## src/rtl/pong_pkg.sv

```systemverilog
// Shared Pong definitions: screen geometry, paddle FSM and direction types,
// PS/2 scan codes and small decode helpers used by paddle_ctrl.
package pong_pkg;

    localparam int SCREEN_W = 640;
    localparam int SCREEN_H = 480;

    typedef enum logic [1:0] {
        ST_IDLE,
        ST_SLOW,
        ST_FAST
    } paddle_state_t;

    typedef enum logic [1:0] {
        DIR_NONE,
        DIR_UP,
        DIR_DOWN
    } dir_t;

    typedef enum logic {
        KB_IDLE,
        KB_BREAK
    } kb_state_t;

    localparam logic [7:0] PS2_BREAK = 8'hF0;
    localparam logic [7:0] PS2_KEY_W = 8'h1D;
    localparam logic [7:0] PS2_KEY_S = 8'h1B;
    localparam logic [7:0] PS2_KEY_O = 8'h44;
    localparam logic [7:0] PS2_KEY_L = 8'h4B;

    // Opposing buttons cancel out so a mashed pair never drifts the paddle.
    function automatic dir_t decode_dir(input logic up_btn, input logic down_btn);
        if (up_btn && !down_btn) return DIR_UP;
        if (down_btn && !up_btn) return DIR_DOWN;
        return DIR_NONE;
    endfunction

    // Held-key bit layout: {p1 down, p1 up, p0 down, p0 up}.
    function automatic logic [3:0] key_mask(input logic [7:0] code);
        case (code)
            PS2_KEY_W: return 4'b0001;
            PS2_KEY_S: return 4'b0010;
            PS2_KEY_O: return 4'b0100;
            PS2_KEY_L: return 4'b1000;
            default:   return 4'b0000;
        endcase
    endfunction

endpackage

```

## src/rtl/paddle_debounce.sv

```systemverilog
// One button input path: two-flop synchroniser followed by a stability
// counter; the debounced level flips after DEBOUNCE_CYCLES stable samples.
module paddle_debounce #(
    parameter int DEBOUNCE_CYCLES = 250000
) (
    input  logic clock,
    input  logic reset,
    input  logic raw,
    output logic level
);

    localparam int CNT_W = (DEBOUNCE_CYCLES > 1) ? $clog2(DEBOUNCE_CYCLES) : 1;
    localparam logic [CNT_W-1:0] CNT_LAST = CNT_W'(DEBOUNCE_CYCLES - 1);

    logic             sync1;
    logic             sync2;
    logic [CNT_W-1:0] cnt;

    // NOTE: all state here is plain flops assigned with <=, so the
    // synchroniser chain shifts by exactly one stage per clock.
    always_ff @(posedge clock) begin
        if (reset) begin
            sync1 <= 1'b0;
            sync2 <= 1'b0;
            cnt   <= '0;
            level <= 1'b0;
        end else begin
            sync1 <= raw;
            sync2 <= sync1;
            if (sync2 == level) begin
                cnt <= '0;
            end else if (cnt == CNT_LAST) begin
                level <= sync2;
                cnt   <= '0;
            end else begin
                cnt <= cnt + CNT_W'(1);
            end
        end
    end

endmodule

```

## src/rtl/paddle_ctrl.sv

```systemverilog
// N-player Pong paddle controller: debounced buttons drive a per-frame,
// clamped, hold-to-accelerate Y position. PADDLE_PS2_EN adds PS/2 keys.
module paddle_ctrl
    import pong_pkg::*;
#(
    parameter int NUM_PLAYERS     = 2,
    parameter int POS_W           = 10,
    parameter int SCREEN_H        = pong_pkg::SCREEN_H,
    parameter int PADDLE_H        = 80,
    parameter int STEP            = 4,
    parameter int ACCEL_FRAMES    = 16,
    parameter int DEBOUNCE_CYCLES = 250000
) (
    input  logic                         clock,
    input  logic                         reset,
    input  logic                         frame_tick,
    input  logic                         pause,
    input  logic [NUM_PLAYERS-1:0]       up,
    input  logic [NUM_PLAYERS-1:0]       down,
`ifdef PADDLE_PS2_EN
    input  logic [7:0]                   ps2_key_data,
    input  logic                         ps2_key_pressed,
`endif
    output logic [NUM_PLAYERS*POS_W-1:0] paddle_y,
    output logic [NUM_PLAYERS-1:0]       at_top,
    output logic [NUM_PLAYERS-1:0]       at_bottom,
    output logic [NUM_PLAYERS-1:0]       moving
);

    localparam int Y_MAX_I = SCREEN_H - PADDLE_H;
    localparam int XW      = POS_W + 1;
    localparam int CNT_W   = $clog2(ACCEL_FRAMES + 1);

    localparam logic [POS_W-1:0] Y_MIDDLE   = POS_W'(Y_MAX_I / 2);
    localparam logic [XW-1:0]    Y_MAX_X    = XW'(Y_MAX_I);
    localparam logic [XW-1:0]    STEP_SLOW  = XW'(STEP);
    localparam logic [XW-1:0]    STEP_FAST  = XW'(2 * STEP);
    localparam logic [CNT_W-1:0] ACCEL_LAST = CNT_W'(ACCEL_FRAMES);

    if (NUM_PLAYERS < 1 || NUM_PLAYERS > 4) begin : g_bad_players
        $error("paddle_ctrl: NUM_PLAYERS must be 1..4");
    end
    if (PADDLE_H >= SCREEN_H || Y_MAX_I >= 2 ** POS_W) begin : g_bad_geom
        $error("paddle_ctrl: paddle does not fit screen or POS_W too narrow");
    end

    logic [NUM_PLAYERS-1:0] db_up;
    logic [NUM_PLAYERS-1:0] db_down;
    logic [NUM_PLAYERS-1:0] btn_up;
    logic [NUM_PLAYERS-1:0] btn_down;

    for (genvar p = 0; p < NUM_PLAYERS; p++) begin : g_btn
        paddle_debounce #(.DEBOUNCE_CYCLES(DEBOUNCE_CYCLES)) u_db_up (
            .clock (clock),
            .reset (reset),
            .raw   (up[p]),
            .level (db_up[p])
        );
        paddle_debounce #(.DEBOUNCE_CYCLES(DEBOUNCE_CYCLES)) u_db_down (
            .clock (clock),
            .reset (reset),
            .raw   (down[p]),
            .level (db_down[p])
        );
    end

`ifdef PADDLE_PS2_EN
    kb_state_t  kb_state;
    logic [3:0] key_held;
    logic [3:0] key_up4;
    logic [3:0] key_down4;

    // Make codes set a held bit; the byte after 0xF0 is a release.
    always_ff @(posedge clock) begin
        if (reset) begin
            kb_state <= KB_IDLE;
            key_held <= '0;
        end else if (ps2_key_pressed) begin
            case (kb_state)
                KB_IDLE: begin
                    if (ps2_key_data == PS2_BREAK) kb_state <= KB_BREAK;
                    else                           key_held <= key_held | key_mask(ps2_key_data);
                end
                default: begin
                    key_held <= key_held & ~key_mask(ps2_key_data);
                    kb_state <= KB_IDLE;
                end
            endcase
        end
    end

    assign key_up4   = {2'b00, key_held[2], key_held[0]};
    assign key_down4 = {2'b00, key_held[3], key_held[1]};
    assign btn_up    = db_up   | key_up4[NUM_PLAYERS-1:0];
    assign btn_down  = db_down | key_down4[NUM_PLAYERS-1:0];
`else
    assign btn_up   = db_up;
    assign btn_down = db_down;
`endif

    for (genvar p = 0; p < NUM_PLAYERS; p++) begin : g_player
        paddle_state_t    state;
        dir_t             last_dir;
        dir_t             dir;
        logic [CNT_W-1:0] frame_cnt;
        logic [POS_W-1:0] y;
        logic [XW-1:0]    y_ext;
        logic [XW-1:0]    step;
        logic [XW-1:0]    y_new;
        logic             top_q;
        logic             bottom_q;
        logic             moving_q;

        // NOTE: every always_comb output gets a default first, so no path
        // through the case can leave a latch behind.
        always_comb begin
            dir   = decode_dir(btn_up[p], btn_down[p]);
            step  = (state == ST_FAST && dir == last_dir) ? STEP_FAST : STEP_SLOW;
            y_ext = {1'b0, y};
            y_new = y_ext;
            case (dir)
                DIR_UP:   y_new = (y_ext < step) ? '0 : y_ext - step;
                DIR_DOWN: y_new = (y_ext + step > Y_MAX_X) ? Y_MAX_X : y_ext + step;
                default:  y_new = y_ext;
            endcase
        end

        // Limits still advance the FSM; only the position saturates.
        always_ff @(posedge clock) begin
            if (reset) begin
                state     <= ST_IDLE;
                last_dir  <= DIR_NONE;
                frame_cnt <= '0;
                y         <= Y_MIDDLE;
                top_q     <= 1'b0;
                bottom_q  <= 1'b0;
                moving_q  <= 1'b0;
            end else if (frame_tick) begin
                if (pause) begin
                    moving_q <= 1'b0;
                end else begin
                    y        <= y_new[POS_W-1:0];
                    moving_q <= (y_new != y_ext);
                    top_q    <= (y_new == '0);
                    bottom_q <= (y_new == Y_MAX_X);
                    last_dir <= dir;
                    if (dir == DIR_NONE) begin
                        state     <= ST_IDLE;
                        frame_cnt <= '0;
                    end else begin
                        case (state)
                            ST_IDLE: begin
                                state     <= ST_SLOW;
                                frame_cnt <= CNT_W'(1);
                            end
                            ST_SLOW: begin
                                if (dir != last_dir) begin
                                    frame_cnt <= CNT_W'(1);
                                end else begin
                                    frame_cnt <= frame_cnt + CNT_W'(1);
                                    if (frame_cnt + CNT_W'(1) == ACCEL_LAST) state <= ST_FAST;
                                end
                            end
                            default: begin
                                if (dir != last_dir) begin
                                    state     <= ST_SLOW;
                                    frame_cnt <= CNT_W'(1);
                                end
                            end
                        endcase
                    end
                end
            end
        end

        assign paddle_y[p*POS_W +: POS_W] = y;
        assign at_top[p]                  = top_q;
        assign at_bottom[p]               = bottom_q;
        assign moving[p]                  = moving_q;
    end

endmodule
```

## config.mk

```make
export PLATFORM = sky130hd
export DESIGN_NAME = paddle_ctrl
export DESIGN_NICKNAME = d
export VERILOG_FILES = /design/src/rtl/pong_pkg.sv /design/src/rtl/paddle_debounce.sv /design/src/rtl/paddle_ctrl.sv
export SDC_FILE = /design/constraint.sdc
export NUM_CORES = 1
export LEC_CHECK = 0
export BUFFER_PORTS_ARGS = -buffer_cell sky130_fd_sc_hd__buf_4
export CAP_MARGIN = 25
export CORE_MARGIN = 4
export CORE_UTILIZATION = 62
export CTS_CLUSTER_DIAMETER = 150
export DETAILED_ROUTE_END_ITERATION = 10
export GPL_TIMING_DRIVEN = 1
export PLACE_DENSITY = 0.8
export SYNTH_ARGS = -nofsm -noshare
export SYNTH_HDL_FRONTEND = slang
export SYNTH_SLANG_ARGS = --single-unit
```

## constraint.sdc

```tcl
create_clock -name clock -period 5.15 [get_ports clock]
set_input_delay 0.515 -clock clock [delete_from_list [all_inputs] [get_ports clock]]
set_output_delay 0.515 -clock clock [all_outputs]
set_load 0.05 [all_outputs]
```

==> results.sh <==
export IMPL_power_leakage_uw=0.00287
export IMPL_min_path_cells=2
export IMPL_r2r_cells=15
export IMPL_post_cts_resized=0
export IMPL_tns_ps=0
export IMPL_fin_nets=983
export IMPL_grt_max_degree=49
export IMPL_n_antenna_cell=0
export IMPL_arrival_ps=4760
export IMPL_ys_seq_area_share_pct=34.2
export IMPL_synthCells=949
export IMPL_root_buffer="clkbuf_16"
export IMPL_htree_levels=4
export IMPL_final_cell_mix="nor2_1, dfxtp_1, nand2_1"
export IMPL_slew_viol_final=0
export IMPL_die_width_um=118
export IMPL_worstMarginPinSlew_ps=966
export IMPL_clk_pin_slew_ps=50
export IMPL_syn_nets=981
export IMPL_initial_core_util_pct=64.6
export IMPL_yosys_register_bits=128
export IMPL_coreArea_um2=11600
export IMPL_cts_tree="built"
export IMPL_design_die_area_um2=13900
export IMPL_gp_congestion=0.959
export IMPL_fin_crit_ps=4440
export IMPL_ff_latch_area_um2=2560
export IMPL_clk_path_buf_depth=2
export IMPL_antenna_found_initial=0
export IMPL_holdCritPathClass="in -> reg"
export IMPL_fill_cells=945
export IMPL_ant_nets=0
export IMPL_critical_path_required_ps=5470
export IMPL_crit_fanout=12
export IMPL_grt_ovfl_total=0
export IMPL_max_slew_margin_rel_pct=34.9
export IMPL_grt_pass1_wl_um=29000
export IMPL_rsz0062_at_grt="false"
export IMPL_yosysWarningCount=0
export IMPL_via_count=6695
export IMPL_finClkSkew_ps=6.76
export IMPL_grt_pass1_vias=6236
export IMPL_synth_edf_count=0
export IMPL_max_vdd_ir_drop_mv=0.245
export IMPL_power_density_nw_per_um2=273
export IMPL_cts_hold_repair_buffers=0
export IMPL_netlist_area_um2=7500
export IMPL_instances_no_fill=1107
export IMPL_die_h_um=118
export IMPL_multi_input_area_um2=4540
export IMPL_drc=0
export IMPL_cp_start_kind="register"
export IMPL_ys_dominant_reg_cell="dfxtp_1"
export IMPL_row_count=39
export IMPL_ys_async_sr_fraction_pct=0
export IMPL_outcome="finished clean"
export IMPL_insertion_delay_ps=410
export IMPL_cts_setup_buffers=0
export IMPL_setup_violations=0
export IMPL_syn_to_final_growth_pct=10.3
export IMPL_worstSetupEndpointType="register"
export IMPL_routedWlPerCell_um=15.3
export IMPL_cts_buffers=17
export IMPL_period_share_pct=86.3
export IMPL_drv_cap=0
export IMPL_dp_cells=1075
export IMPL_hold_viol=0
export IMPL_post_dp_hpwl_um=11600
export IMPL_final_common_cell="nor2_1"
export IMPL_drtIter0Drc=577
export IMPL_grt_usage_pct=24.6
export IMPL_crit_type="reg -> reg"
export IMPL_avgSynthCellArea_um2=7.90
export IMPL_fmax_mhz=225
export IMPL_drtPass1Iterations=5
export IMPL_port_buffers=33
export IMPL_routed_wl_um=17000
export IMPL_cts_sinks=128
export IMPL_final_layout_size_suffix_gt1_share_pct=10.2
export IMPL_post_drt_via_cell_ratio=6.05
export IMPL_yosysUniqueCellTypes=81
export IMPL_pin_count=34
power breakdown:
part           switching (µW)  total [µW]  internal, µW
clock network             429        1180           749
registers                14.2        1010           999
logic                    49.0        71.4          22.5
total                     492        2260          1770
cell usage after synthesis (4+ instances only):
cell type / number / area (µm²)
o211ai_1: 5 / 37.5
fa_1: 4 / 80.1
xnor2_1: 33 / 289
nor2b_1: 14 / 87.6
buf_2: 9 / 45.0
mux2i_1: 8 / 80.1
o31ai_1: 7 / 52.6
o21ai_0: 33 / 165
nand4_1: 18 / 113
and2_1: 6 / 37.5
buf_4: 7 / 52.6
or2_2: 6 / 37.5
nor4_1: 11 / 68.8
inv_1: 39 / 146
nand2_1: 96 / 360
o22ai_1: 6 / 37.5
or3_1: 15 / 93.8
nand3_1: 41 / 205
nor3b_1: 4 / 30.0
a221oi_1: 5 / 43.8
a31oi_1: 8 / 50.1
a21oi_1: 46 / 230
mux2_2: 5 / 56.3
ha_1: 20 / 250
clkbuf_1: 31 / 116
or4_1: 10 / 75.1
nor4b_1: 5 / 43.8
a21o_1: 5 / 37.5
and3_1: 20 / 125
o21a_1: 4 / 30.0
a211oi_1: 11 / 82.6
nand2b_1: 10 / 62.6
or2_1: 4 / 25.0
dfxtp_1: 128 / 2560
xor2_1: 42 / 368
nor2_1: 141 / 529
o2111ai_1: 4 / 35.0
and4_1: 4 / 35.0
nor3_1: 22 / 110
worst max-delay path: stages (launching register included):
cell and delay (ps):
dfxtp_1 410, inv_1 70, ha_1 350, xor2_1 210, nor2_1 320, nand2_1 140
or2_2 380, fa_1 520, nand2b_1 200, or3_1 340, mux2i_1 130, a31oi_1 110
o211a_1 340, a221oi_2 350, o211ai_2 160, o41ai_2 320
cell type report:
type / instances / area share, %
Clock buffer: 23 / 5.78
Multi-Input combinational cell: 728 / 54.8
Timing Repair Buffer: 34 / 3.08
Tap cell: 143 / 2.16
Inverter: 42 / 1.91
Sequential cell: 128 / 31.0
Clock inverter: 9 / 1.29
cell families (layout without fill, tap and decap cells):
| group | count (synthesis) | after routing | synth area share [%] |
|---|---|---|---|
| DFF | 128 | 128 | 34.2 |
| xor gates and xnor gates | 76 | 76 | 8.98 |
| and+or+nand+nor | 436 | 436 | 28.4 |
| AOI/OAI and AO/OA | 179 | 179 | 16.9 |
| adders and majority gates | 24 | 24 | 4.40 |
| buffers and inverters | 93 | 108 | 5.36 |
| muxes | 13 | 13 | 1.82 |
worst paths after layout:
check                                   startpoint                                   to  slack, ps
max          g_btn[0].u_db_down.level$_SDFFE_PP0P_       g_player[0].top_q$_SDFFE_PP0P_        710
min                                          up[0]    g_btn[0].u_db_up.sync1$_SDFF_PP0_        320
max reg2reg  g_btn[0].u_db_down.level$_SDFFE_PP0P_       g_player[0].top_q$_SDFFE_PP0P_        710
min reg2reg    g_btn[0].u_db_down.sync1$_SDFF_PP0_  g_btn[0].u_db_down.sync2$_SDFF_PP0_        440
sequential cells by signal, indices dropped and copies added, names as in the netlist, 4 cells and up:
signal and cells:
g_btn.u_db_down.cnt 36, g_btn.u_db_up.cnt 36, g_player.y 20, g_player.frame_cnt 10, g_player.last_dir 4, g_player.state 4
through the flow:
step	instance area, µm²	total power [µW]	hold slack [ps]	setup WS (ps)	util [%]
after detailed placement	7690	1100	427	769	66.2
after global placement	7690	1100	424	896	66.2
after floorplan	7500	1080	413	1360	-
after global routing	8270	2340	327	328	71.2
after CTS	8270	2280	314	726	71.2
final	8270	2260	323	707	71.2
routing by layer:
metal,wire length [µm],GRT usage [%],vias to the layer above,share of wire (%)
li1,-,-,3339,-
met1,7640,32.9,3057,45
met2,7770,38.4,261,46
met3,1190,6.01,38,7.0
met4,348,9.74,0,2.1
met5,0,0,-,0
Note: power is estimated with default switching activity, not from simulation.
